File: src/rtl/dice_roll_counter.sv
// Electronic die: spins through [min,max] while Roll is held, then decelerates
// over SLOW_STEPS progressively longer intervals before showing the result.
module dice_roll_counter #(
  parameter int unsigned SLOW_STEPS = 8,
  parameter int unsigned BASE_DIV   = 4
) (
  input  logic       i_clk,
  input  logic       i_rst_n,
  input  logic [6:0] i_min,
  input  logic [6:0] i_max,
  input  logic       i_roll,
  output logic [6:0] o_value,
  output logic       o_rolling,
  output logic       o_done,
  output logic       o_range_err
);

  typedef enum logic [1:0] {
    ST_IDLE = 2'd0,
    ST_SPIN = 2'd1,
    ST_SLOW = 2'd2,
    ST_SHOW = 2'd3
  } state_t;

  localparam logic [3:0] C_LAST_STEP = 4'(SLOW_STEPS - 1);

  state_t     r_state;
  logic [6:0] r_value;
  logic [6:0] r_min;
  logic [6:0] r_max;
  logic [7:0] r_div;
  logic [3:0] r_step;
  logic       r_rolling;
  logic       r_done;
  logic       r_range_err;

  state_t     w_state_nx;
  logic [6:0] w_value_nx;
  logic [6:0] w_min_nx;
  logic [6:0] w_max_nx;
  logic [7:0] w_div_nx;
  logic [3:0] w_step_nx;
  logic       w_rolling_nx;
  logic       w_done_nx;
  logic       w_range_err_nx;

  // Out-of-range values (above hi) wrap straight back to lo.
  function automatic logic [6:0] f_advance(input logic [6:0] value,
                                           input logic [6:0] lo,
                                           input logic [6:0] hi);
    logic [6:0] res;
    if (value >= hi) begin
      res = lo;
    end else begin
      res = value + 7'd1;
    end
    return res;
  endfunction

  // Last divider count of the current slow interval: BASE_DIV*(step+1)-1.
  function automatic logic [7:0] f_slot_end(input logic [3:0] step);
    logic [3:0]  nxt;
    logic [11:0] prod;
    nxt  = step + 4'd1;
    prod = 12'(BASE_DIV) * {8'd0, nxt};
    return 8'(prod - 12'd1);
  endfunction

  // Next-state and next-output logic.
  always_comb begin
    w_state_nx     = r_state;
    w_value_nx     = r_value;
    w_min_nx       = r_min;
    w_max_nx       = r_max;
    w_div_nx       = r_div;
    w_step_nx      = r_step;
    w_done_nx      = 1'b0;
    w_range_err_nx = 1'b0;
    case (r_state)
      ST_IDLE, ST_SHOW: begin
        if (i_roll) begin
          if (i_min <= i_max) begin
            w_min_nx   = i_min;
            w_max_nx   = i_max;
            w_value_nx = i_min;
            w_state_nx = ST_SPIN;
          end else begin
            w_range_err_nx = 1'b1;
          end
        end else begin
          w_state_nx = r_state;
        end
      end
      ST_SPIN: begin
        if (i_roll) begin
          w_value_nx = f_advance(r_value, r_min, r_max);
        end else begin
          w_state_nx = ST_SLOW;
          w_div_nx   = 8'd0;
          w_step_nx  = 4'd0;
        end
      end
      ST_SLOW: begin
        // A renewed Roll wins over a final advance landing on the same edge.
        if (i_roll) begin
          w_state_nx = ST_SPIN;
        end else if (r_div == f_slot_end(r_step)) begin
          w_value_nx = f_advance(r_value, r_min, r_max);
          w_div_nx   = 8'd0;
          w_step_nx  = r_step + 4'd1;
          if (r_step == C_LAST_STEP) begin
            w_state_nx = ST_SHOW;
            w_done_nx  = 1'b1;
          end else begin
            w_state_nx = ST_SLOW;
          end
        end else begin
          w_div_nx = r_div + 8'd1;
        end
      end
      default: begin
        w_state_nx = ST_IDLE;
      end
    endcase
    w_rolling_nx = (w_state_nx == ST_SPIN) || (w_state_nx == ST_SLOW);
  end

  // State and output registers.
  always_ff @(posedge i_clk or negedge i_rst_n) begin
    if (!i_rst_n) begin
      r_state     <= ST_IDLE;
      r_value     <= 7'd0;
      r_min       <= 7'd0;
      r_max       <= 7'd0;
      r_div       <= 8'd0;
      r_step      <= 4'd0;
      r_rolling   <= 1'b0;
      r_done      <= 1'b0;
      r_range_err <= 1'b0;
    end else begin
      r_state     <= w_state_nx;
      r_value     <= w_value_nx;
      r_min       <= w_min_nx;
      r_max       <= w_max_nx;
      r_div       <= w_div_nx;
      r_step      <= w_step_nx;
      r_rolling   <= w_rolling_nx;
      r_done      <= w_done_nx;
      r_range_err <= w_range_err_nx;
    end
  end

  assign o_value     = r_value;
  assign o_rolling   = r_rolling;
  assign o_done      = r_done;
  assign o_range_err = r_range_err;

endmodule

File: config.mk
export PLATFORM = sky130hd
export DESIGN_NAME = dice_roll_counter
export DESIGN_NICKNAME = d
export VERILOG_FILES = /design/src/rtl/dice_roll_counter.sv
export SDC_FILE = /design/constraint.sdc
export NUM_CORES = 1
export LEC_CHECK = 0
export ABC_AREA = 1
export CORE_MARGIN = 10
export CORE_UTILIZATION = 30
export DETAILED_ROUTE_END_ITERATION = 10
export GPL_TIMING_DRIVEN = 0
export PLACE_DENSITY = 0.48
export SETUP_SLACK_MARGIN = 0.05
export SLEW_MARGIN = 20
export SYNTH_ARGS = -nofsm -noshare
export SYNTH_HDL_FRONTEND = slang
export SYNTH_SLANG_ARGS = --single-unit
File: constraint.sdc
create_clock -name i_clk -period 5.57 [get_ports i_clk]
set_input_delay 1.671 -clock i_clk [delete_from_list [all_inputs] [get_ports i_clk]]
set_output_delay 1.671 -clock i_clk [all_outputs]
set_load 0.05 [all_outputs]
==> out/qor.txt <==
CTS Hold Bufs = 0
Measured slew at the worst slew-check pin = 0.507 ns
DRC violations left = 0
Initial antenna violation count = 0
Global route total overflow = 0
FILL cells = 850
DR vias = 2082
CTS max path bufs = 2
Synth Area in XOR/XNOR = 0.0318
Port buffer count = 25
CP startpoint kind = primary input
Largest family of logic cells by synthesized area = simple AND/OR/NAND/NOR gates
Ant diodes = 0
Layout Area Growth over Synthesis = 19.7%
DPL Wire Length = 4.66 mm
Crit path cell chain = clkdlybuf4s50_1 > inv_1 > ha_1 > nand2_1 > nor2_1 > nand4_1 > nand2_1 > nand2_1 > nor2_1 > clkbuf_2 > o21ai_0
Pleak = 1.37 nW
Final ANT Viol Nets = 0
Vias per cell = 4.64
First-pass GRT wire length = 10.4 mm
Total Nets Final = 380
Syn nets = 347
EDFF count, synth = 0
Routed WL = 6.11 mm
CP arrival = 3.99 ns
Required @ worst endpoint = 5.74 ns
Die Width = 111 um
Slew Viols, Final = 0
Htree depth = 2
Synthesized instance count = 310
Power Total = 1.69 mW
Yosys cell types = 34
CORE AREA = 0.00813 mm^2
Max cap viols = 0
Yosys reg bits = 38
Status = finished, final reports clean
CTS clk-pin slew, worst paths = 0.08 ns
Synthesized-area fraction occupied by adder cells = 0.101
I/O pin total = 27
Initial Util = 0.305
Post-synthesis mux area share = 0.0182
Yosys top cell by area = dfrtp_1
Slowest-stage cell, CP = clkdlybuf4s50_1
Synth top area cells = dfrtp_1 38%, ha_1 10%, nand2_1 9.5%, inv_1 6.1%, o21ai_0 4.6%
Min cycle time layout = 3.82 ns
Clk_skew = 0.00781 ns
CTS buffer count = 5
Worst vdd ir = 0.000140 V
Fin area = 0.00297 mm^2
Fraction of registers with async set/reset = 1.00
PwrDens = 568 mW/mm^2
Worst-path fanout max = 10
Post-CTS Setup Inserts = 0
Layout cell share with drive strength beyond 1 = 0.105
Die area = 0.0123 mm^2
Synth Area in Compound Gates = 0.121
Iteration-0 DRC count of the detailed router = 106
Largest net degree at the start of global routing = 24
Main synth FF type = dfrtp_1
Row Count = 33
Setup-failing EPs final = 0
Top cells by count, synth = 63 x nand2_1, 40 x inv_1, 38 x dfrtp_1
Placed Cells = 441
Setup CP Type = in -> reg
Path type of the worst min-delay path = reg -> reg
Number of global-route vias before repair = 2036
Tcrit/Tclk final = 0.686
Largest stage delay, worst path = 0.52 ns
TritonCTS clock tree = yes
CP endpoint kind = register
CTS Sinks = 38
Dpl cell area = 0.00288 mm^2
Finished Layout Cells = 449
Post-cts gate resize count = 0
First-pass DRT Iterations = 5
Share of the synthesized area in the top cell type = 0.383
Cell mode on critical path = nand2_1
Count leader, synth = nand2_1
Synthesized area = 0.00248 mm^2
Die height = 111 um
Setup tns final = 0 ns
Post-synthesis simple-gate area fraction = 0.265
Register area share after synthesis = 0.383
RSZ-0062 raised after global routing = false
Total global-route track usage = 0.102
Final hold viol count = 0
Maximum clock rate = 262 MHz
WHS = 0.505 ns
Routability cong. = 0.790
Clock insertion delay at the later pin of the skew report = 0.29 ns
Syn Area/Cell = 8.00 um^2
Slew Limit Headroom = 0.661
Clock Root Buffer = clkbuf_8
Synth warn = 0
Post-detailed-route wirelength per cell = 13.6 um
-- flip-flops by register name, summed over array words and instances (netlist names) --
name / flops
o_rolling: 1
r_max: 7
o_done: 1
r_step: 4
r_min: 7
r_div: 8
o_value: 7
o_range_err: 1
r_state: 2
-- metal layers --
metal  global-route usage  up-vias  share of wire
met5                    0        -              0
met4               0.0339        0          0.014
met3               0.0233        6          0.032
met2                0.151       29           0.43
met1                0.140      968           0.52
li1                     -     1079              -
-- placed cells by master, fill, tap and decap left out, drive strengths merged --
| master | count |
|---|---|
| o22ai | 2 |
| o21a | 2 |
| dfrtp | 38 |
| nand4 | 6 |
| xor2 | 7 |
| nand3 | 23 |
| nor4 | 1 |
| nor3 | 3 |
| nor2 | 28 |
| xnor2 | 2 |
| clkbuf | 12 |
| nor3b | 2 |
| buf | 3 |
| inv | 45 |
| clkdlybuf4s50 | 24 |
| nand3b | 1 |
| o21ai | 30 |
| ha | 20 |
| a211oi | 4 |
| a21oi | 13 |
| nand2 | 71 |
| mux2 | 4 |
| clkinv | 1 |
| o211ai | 1 |
| o31ai | 1 |
-- path summary, 6_finish.rpt --
check,start,endpoint,slack (ns),cells after the start
max reg2reg,o_value[2],o_value[0],3.34,9
max,i_max[4],r_min[1],1.75,11
min in group asynchronous,i_rst_n,r_min[4],1.30,1
min reg2reg,r_min[0],r_min[0],0.50,1
max in group asynchronous,i_rst_n,r_state[1],3.80,2
min,r_min[0],r_min[0],0.50,1
-- worst max-delay path: cells and delay by family --
| kind | cells | cell delay (ns) |
|---|---|---|
| fa+ha+maj | 1 | 0.29 |
| buf+inv | 3 | 0.92 |
| simple gates | 6 | 1.00 |
| compound gates | 1 | 0.12 |
-- stage by stage --
| stage | util | worst slack (ns) |
|---|---|---|
| after detailed placement | 0.354 | 1.44 |
| after global routing | 0.365 | 1.50 |
| after CTS | 0.365 | 1.77 |
| after floorplan | - | 2.35 |
| final | 0.365 | 1.75 |
| after global placement | 0.352 | 1.44 |
-- area by class of cell --
type / instances / area, um^2 / area share
Timing Repair Buffer: 26 / 265 / 0.0894
Tap cell: 105 / 131 / 0.0443
Sequential cell: 38 / 951 / 0.320
Inverter: 45 / 171 / 0.0578
Clock buffer: 7 / 86.3 / 0.0291
Multi-Input combinational cell: 221 / 1330 / 0.448
Buffer: 6 / 27.5 / 0.00927
Clock inverter: 1 / 5.00 / 0.00169
-- cells by family after synthesis --
family	count (synthesis)
DFF	38
adders and majority gates	20
AOI/OAI and AO/OA	53
xor gates and xnor gates	9
and+or+nand+nor	135
buffers and inverters	51
muxes	4
-- power by group --
group          internal, mW  total, mW  switching [mW]
Sequential            0.386      0.479          0.0926
Combinational         0.358       1.00           0.646
Clock                 0.100      0.203           0.102
Total                 0.844       1.69           0.841
Power figures use the tool's default switching activity.
